==> src/rtl/a_codec_pkg.sv <==
// Shared types and constants for the codec serial-audio blocks.
package a_codec_pkg;

    localparam int DATA_WIDTH_DEFAULT = 16;

    typedef enum logic [1:0] {
        SYNC  = 2'd0,
        LEFT  = 2'd1,
        RIGHT = 2'd2
    } rx_state_t;

    localparam logic LR_LEFT  = 1'b0;
    localparam logic LR_RIGHT = 1'b1;

    localparam int TAPE_MID = 128;

endpackage

==> src/rtl/i2s_pin_sync.sv <==
// Two-flop synchroniser for one serial pin plus a third flop for edge detection.
module i2s_pin_sync
    import a_codec_pkg::*;
(
    input  logic clk,
    input  logic rst_n,
    input  logic pin,
    output logic level,
    output logic toggle
);

    logic sync_p0;
    logic sync_p1;
    logic sync_p2;

    always_ff @(posedge clk or negedge rst_n) begin
        if (!rst_n) begin
            sync_p0 <= 1'b0;
            sync_p1 <= 1'b0;
            sync_p2 <= 1'b0;
        end else begin
            sync_p0 <= pin;
            sync_p1 <= sync_p0;
            sync_p2 <= sync_p1;
        end
    end

    assign level  = sync_p1;
    assign toggle = sync_p1 ^ sync_p2;

endmodule

==> src/rtl/i2s_adc_rx.sv <==
// I2S ADC receiver, oversampled in the iCLK domain; yields parallel left/right words.
// Optional tape-bit comparator on the left channel is enabled by TAPE_COMPARATOR_EN.
module i2s_adc_rx
    import a_codec_pkg::*;
#(
    parameter int DATA_WIDTH = DATA_WIDTH_DEFAULT,
    parameter int I2S_DELAY  = 1
`ifdef TAPE_COMPARATOR_EN
    ,
    parameter int HYST       = 3
`endif
) (
    input  logic                         iCLK,
    input  logic                         oAUD_ADCLRCK,
    input  logic                         iAUD_BCK,
    input  logic                         iAUD_LRCK,
    input  logic                         iAUD_ADCDAT,
    output logic signed [DATA_WIDTH-1:0] oSL,
    output logic signed [DATA_WIDTH-1:0] oSR,
    output logic                         oValid,
    output logic                         oErr,
    output logic                         o_tape
);

    localparam int CNT_W    = $clog2(DATA_WIDTH + 2);
    localparam int IDX_W    = $clog2(DATA_WIDTH);
    localparam int SLOT_END = DATA_WIDTH + I2S_DELAY;
    localparam logic [CNT_W-1:0] CNT_MAX = CNT_W'(SLOT_END);
    localparam logic [CNT_W-1:0] CNT_ONE = CNT_W'(1);

    logic bck_level;
    logic bck_toggle;
    logic lr_level;
    logic lr_toggle;
    logic dat_level;
    logic dat_toggle_unused;

    i2s_pin_sync u_sync_bck (
        .clk    (iCLK),
        .rst_n  (oAUD_ADCLRCK),
        .pin    (iAUD_BCK),
        .level  (bck_level),
        .toggle (bck_toggle)
    );

    i2s_pin_sync u_sync_lr (
        .clk    (iCLK),
        .rst_n  (oAUD_ADCLRCK),
        .pin    (iAUD_LRCK),
        .level  (lr_level),
        .toggle (lr_toggle)
    );

    i2s_pin_sync u_sync_dat (
        .clk    (iCLK),
        .rst_n  (oAUD_ADCLRCK),
        .pin    (iAUD_ADCDAT),
        .level  (dat_level),
        .toggle (dat_toggle_unused)
    );

    logic bck_rise;
    logic lr_rise;
    logic lr_fall;

    assign bck_rise = bck_toggle & bck_level;
    assign lr_rise  = lr_toggle & (lr_level == LR_RIGHT);
    assign lr_fall  = lr_toggle & (lr_level == LR_LEFT);

    // Bit at slot position cnt lands MSB-first; the delay slot and any overflow bits fall outside the window.
    function automatic logic [DATA_WIDTH-1:0] place_bit(
        input logic [DATA_WIDTH-1:0] word,
        input logic [CNT_W-1:0]      cnt,
        input logic                  b
    );
        logic [DATA_WIDTH-1:0] w;
        int pos;
        w   = word;
        pos = SLOT_END - 1 - int'(cnt);
        if (int'(cnt) >= I2S_DELAY && int'(cnt) < SLOT_END)
            w[IDX_W'(pos)] = b;
        return w;
    endfunction

    rx_state_t state;
    rx_state_t state_nxt;
    logic      latch_left;
    logic      latch_frame;

    always_ff @(posedge iCLK or negedge oAUD_ADCLRCK) begin
        if (!oAUD_ADCLRCK)
            state <= SYNC;
        else
            state <= state_nxt;
    end

    always_comb begin
        state_nxt   = state;
        latch_left  = 1'b0;
        latch_frame = 1'b0;
        unique case (state)
            SYNC: begin
                if (lr_fall)
                    state_nxt = LEFT;
            end
            LEFT: begin
                if (lr_rise) begin
                    state_nxt  = RIGHT;
                    latch_left = 1'b1;
                end
            end
            RIGHT: begin
                if (lr_fall) begin
                    state_nxt   = LEFT;
                    latch_frame = 1'b1;
                end
            end
            default: state_nxt = SYNC;
        endcase
    end

    // Slot capture: an LR edge opens a new slot even if BCK rises in the same cycle.
    logic [CNT_W-1:0]      bit_cnt;
    logic [DATA_WIDTH-1:0] shreg;
    logic                  slot_short;

    always_ff @(posedge iCLK or negedge oAUD_ADCLRCK) begin
        if (!oAUD_ADCLRCK) begin
            bit_cnt <= '0;
            shreg   <= '0;
        end else if (lr_toggle) begin
            bit_cnt <= bck_rise ? CNT_ONE : '0;
            shreg   <= bck_rise ? place_bit('0, '0, dat_level) : '0;
        end else if (bck_rise) begin
            shreg <= place_bit(shreg, bit_cnt, dat_level);
            if (bit_cnt != CNT_MAX)
                bit_cnt <= bit_cnt + CNT_ONE;
        end
    end

    assign slot_short = int'(bit_cnt) < SLOT_END;

    logic signed [DATA_WIDTH-1:0] word_left;
    logic                         err_left;

    always_ff @(posedge iCLK or negedge oAUD_ADCLRCK) begin
        if (!oAUD_ADCLRCK) begin
            word_left <= '0;
            err_left  <= 1'b0;
            oSL       <= '0;
            oSR       <= '0;
            oValid    <= 1'b0;
            oErr      <= 1'b0;
        end else begin
            oValid <= latch_frame;
            if (latch_left) begin
                word_left <= shreg;
                err_left  <= slot_short;
            end
            if (latch_frame) begin
                oSL  <= word_left;
                oSR  <= shreg;
                oErr <= err_left | slot_short;
            end
        end
    end

`ifdef TAPE_COMPARATOR_EN
    localparam int TAPE_LO = TAPE_MID - HYST;
    localparam int TAPE_HI = TAPE_MID + HYST;

    // Top byte of the sample in offset-binary, compared with a hysteresis band around mid-scale.
    function automatic logic tape_next(
        input logic                  cur,
        input logic [DATA_WIDTH-1:0] w
    );
        logic [7:0] t;
        t = {~w[DATA_WIDTH-1], w[DATA_WIDTH-2 -: 7]};
        if (int'(t) < TAPE_LO)
            return 1'b1;
        else if (int'(t) > TAPE_HI)
            return 1'b0;
        return cur;
    endfunction

    always_ff @(posedge iCLK or negedge oAUD_ADCLRCK) begin
        if (!oAUD_ADCLRCK)
            o_tape <= 1'b0;
        else if (latch_frame)
            o_tape <= tape_next(o_tape, word_left);
    end
`else
    assign o_tape = 1'b0;
`endif

endmodule
==> config.mk <==
export PLATFORM = sky130hd
export DESIGN_NAME = i2s_adc_rx
export DESIGN_NICKNAME = d
export VERILOG_FILES = /design/src/rtl/a_codec_pkg.sv /design/src/rtl/i2s_pin_sync.sv /design/src/rtl/i2s_adc_rx.sv
export SDC_FILE = /design/constraint.sdc
export NUM_CORES = 1
export LEC_CHECK = 0
export CAP_MARGIN = 40
export CORE_ASPECT_RATIO = 0.5
export CORE_MARGIN = 2
export CORE_UTILIZATION = 49
export CTS_CLUSTER_DIAMETER = 60
export DETAILED_ROUTE_END_ITERATION = 16
export PLACE_DENSITY = 0.86
export SLEW_MARGIN = 40
export SYNTH_ARGS = -nofsm -noshare
export SYNTH_HDL_FRONTEND = slang
export SYNTH_SLANG_ARGS = --single-unit
==> constraint.sdc <==
create_clock -name iCLK -period 1.6 [get_ports iCLK]
set_input_delay 0.32 -clock iCLK [delete_from_list [all_inputs] [get_ports iCLK]]
set_output_delay 0.32 -clock iCLK [all_outputs]
set_load 0.02 [all_outputs]
==> flow_metrics.env <==
export IMPL_status="finished, violations left"
export IMPL_violations="negative setup slack"
export IMPL_syn_inst=294
export IMPL_stdcell_area_um2=4260
export IMPL_cts_tree="yes"
export IMPL_endpoint_kind="flop"
export IMPL_grt_usage_pct=19.5
export IMPL_clock_latency_ns=0.33
export IMPL_die_w_um=120
export IMPL_ys_ff_latch=82
export IMPL_setup_violations=6
export IMPL_skew_ns=0.00530
export IMPL_drt_met1_wl_um=2890
export IMPL_synth_seq_area_share_pct=62.5
export IMPL_fill_cells=459
export IMPL_drt_total_wl_um=7140
export IMPL_viasPerCell=5.27
export IMPL_core_um2=6570
export IMPL_cts_sinks=82
export IMPL_maxCapViolations=0
export IMPL_hp_class="input pin to asynchronous set/reset pin"
export IMPL_fin_crit_sh_pct=117
export IMPL_cp_start_kind="flop"
export IMPL_antenna_found_initial=0
export IMPL_multi_input_area_um2=1180
export IMPL_max_freq_ghz=0.533
export IMPL_port_buffers=38
export IMPL_mostFrequentLayoutCells="105 x nand2_1, 78 x dfrtp_1, 27 x dlygate4sd2_1, 18 x buf_4, 16 x mux2_2"
export IMPL_top_layer_used="met4"
export IMPL_post_route_drc_count=0
export IMPL_die_area_um2=7410
export IMPL_clockRootBuffer="clkbuf_16"
export IMPL_grt_overflow_total=0
export IMPL_hpwl_um=4320
export IMPL_finalWeightedCongestion=0.837
export IMPL_path_max_fanout=7
export IMPL_grt_max_degree=55
export IMPL_criticalPathCategory="flop to flop"
export IMPL_syn_nets=306
export IMPL_holdWs_ns=0.322
export IMPL_h_tree_depth=3
export IMPL_cp_required_ns=1.84
export IMPL_syn_area_per_cell_um2=11.2
export IMPL_finalCriticalPeriod_ns=1.88
export IMPL_ctsLongestPathBuffers=2
export IMPL_die_height_um=61.9
export IMPL_seq_area_um2=2060
export IMPL_nets=365
export IMPL_grt_pass1_vias=2309
export IMPL_rsz0062_at_grt="true"
export IMPL_fin_ws_ns=-0.277
export IMPL_yosys_warnings=0
export IMPL_drtIter0Drc=195
export IMPL_utilization_pct=64.9
export IMPL_syn2layout_area_growth_pct=29.9
export IMPL_io_pins=40
export IMPL_hold_viol=0
export IMPL_p_leak_nw=2.35
export IMPL_drive_gt1_share_pct=18.8
export IMPL_vias=2366
export IMPL_cp_arrival_ns=2.12
export IMPL_fin_tns_setup_ns=-1.36
export IMPL_drt_pass1_iter_count=4
export IMPL_final_antenna_net_count=0
export IMPL_placed_cell_area_um2=3880
export IMPL_ir_drop_v=0.000595
export IMPL_grt_first_pass_wirelength_um=10900
export IMPL_met3_length_um=348
export IMPL_netlist_area_um2=3280
export IMPL_rows=21
export IMPL_met2_length_um=3760
export IMPL_numCtsBuffers=9
export IMPL_slew_viol_final=0
export IMPL_power_per_cell_area_nw_per_um2=1120
export IMPL_final_common_cell="nand2_1"
export IMPL_initial_core_util_pct=50.0
export IMPL_path_clk_slew_ns=0.06
export IMPL_synth_cell_types=35
export IMPL_wl_per_cell_um=15.9
export IMPL_antenna_cells=0
==> worst paths after layout <==
| path | start | endpoint | slack (ns) | depth (start not counted) |
|---|---|---|---|---|
| worst max-delay path | bit_cnt[2]$_DFFE_PN0P_ | shreg[5]$_DFFE_PN0P_ | -0.28 | 5 |
| worst min-delay path | oAUD_ADCLRCK | u_sync_bck.sync_p0$_DFF_PN0_ | 0.32 | 2 |
| worst max register to register | bit_cnt[2]$_DFFE_PN0P_ | shreg[5]$_DFFE_PN0P_ | -0.28 | 5 |
| worst min register to register | u_sync_bck.sync_p0$_DFF_PN0_ | u_sync_bck.level$_DFF_PN0_ | 0.35 | 0 |
| max in group asynchronous | oAUD_ADCLRCK | word_left[7]$_DFFE_PN0P_ | 0.82 | 3 |
| min in group iCLK | u_sync_bck.sync_p0$_DFF_PN0_ | u_sync_bck.level$_DFF_PN0_ | 0.35 | 0 |
==> cell usage after synthesis <==
| cell type | number | area, µm² |
|---|---|---|
| a211oi_1 | 4 | 30.0 |
| a21oi_1 | 3 | 15.0 |
| a22oi_1 | 1 | 7.51 |
| and2_1 | 8 | 50.1 |
| and2b_1 | 1 | 7.51 |
| buf_1 | 1 | 3.75 |
| buf_4 | 1 | 7.51 |
| buf_6 | 2 | 22.5 |
| clkbuf_1 | 8 | 30.0 |
| conb_1 | 1 | 3.75 |
| dfrtp_1 | 82 | 2050 |
| ha_1 | 7 | 87.6 |
| inv_1 | 9 | 33.8 |
| mux2_1 | 2 | 22.5 |
| mux2_2 | 16 | 180 |
| mux2i_1 | 7 | 70.1 |
| nand2_1 | 105 | 394 |
| nand2b_1 | 1 | 6.26 |
| nand3_1 | 2 | 10.0 |
| nand3b_1 | 3 | 22.5 |
| nand4_1 | 2 | 12.5 |
| nor2_1 | 7 | 26.3 |
| nor2b_1 | 1 | 6.26 |
| nor3_1 | 2 | 10.0 |
| o21a_1 | 3 | 22.5 |
| o21ai_0 | 2 | 10.0 |
| o21ai_1 | 3 | 15.0 |
| o311ai_1 | 1 | 8.76 |
| o311ai_4 | 1 | 26.3 |
| o31a_1 | 1 | 8.76 |
| o31ai_1 | 1 | 7.51 |
| o41ai_4 | 1 | 27.5 |
| or3_1 | 1 | 6.26 |
| or4_4 | 1 | 11.3 |
| xor2_1 | 3 | 26.3 |
==> layout make-up <==
cell class	instances	area share [%]
multi-input combinational	191	27.7
clock buffer	10	5.37
inverter	9	0.792
timing repair buffer	60	13.3
clock inverter	5	1.85
tap	92	2.70
sequential	82	48.3
==> routing by layer <==
layer	track usage [%]	up-vias
met4	7.06	0
met3	6.75	16
met1	22.7	1201
met2	35.1	69
met5	0	-
li1	-	1080
==> stage by stage <==
stage          cells  power [mW]  setup slack [ns]
6_report         449        4.76            -0.277
5_1_grt          449        4.90            -0.378
4_1_cts          446        4.73            -0.182
3_5_place_dp     429        2.61            -0.170
3_3_place_gp     429        2.59            -0.114
2_1_floorplan    294        2.42            -0.133
==> cell families (layout without fill, tap and decap cells) <==
logic type | Yosys count | count (layout) | synth area share [%]
adders and majority gates | 7 | 7 | 2.67
other | 1 | 1 | 0.114
DFF | 82 | 82 | 62.5
AOI/OAI and AO/OA | 21 | 21 | 5.45
and+or+nand+nor | 134 | 134 | 17.2
buffers and inverters | 21 | 84 | 2.97
muxes | 25 | 25 | 8.31
xor gates and xnor gates | 3 | 3 | 0.801
==> state kept, by name, indices dropped and copies added (netlist names) <==
signal / flops
err_left: 1
bit_cnt: 5
u_sync_lr.sync_p0: 1
oValid: 1
oSR: 16
oSL: 16
state: 2
word_left: 16
shreg: 16
oErr: 1
u_sync_bck.level: 1
u_sync_dat.sync_p0: 1
u_sync_lr.sync_p2: 1
u_sync_bck.sync_p0: 1
u_sync_dat.level: 1
u_sync_lr.level: 1
u_sync_bck.sync_p2: 1
==> power by group <==
group / switching [mW] / internal, mW
Combinational: 0.261 / 0.175
Sequential: 0.0555 / 2.13
Clock: 0.778 / 1.36
==> critical path: stages (launching register included) <==
cell      delay [ns]
dfrtp_2         0.45
o41ai_4         0.44
o311ai_4        0.18
buf_6           0.17
a211oi_1        0.30
mux2i_1         0.26
==> what timing repair did <==
item / 4_1_cts / 5_1_grt
gates resized for setup: 35 / 14
setup buffers: 1 / 3
hold endpoints to repair: 28 / 0
pin swaps: 0 / 2
setup endpoints to repair: 36 / 17
hold buffers: 1 / 0
Power figures use the tool's default switching activity.
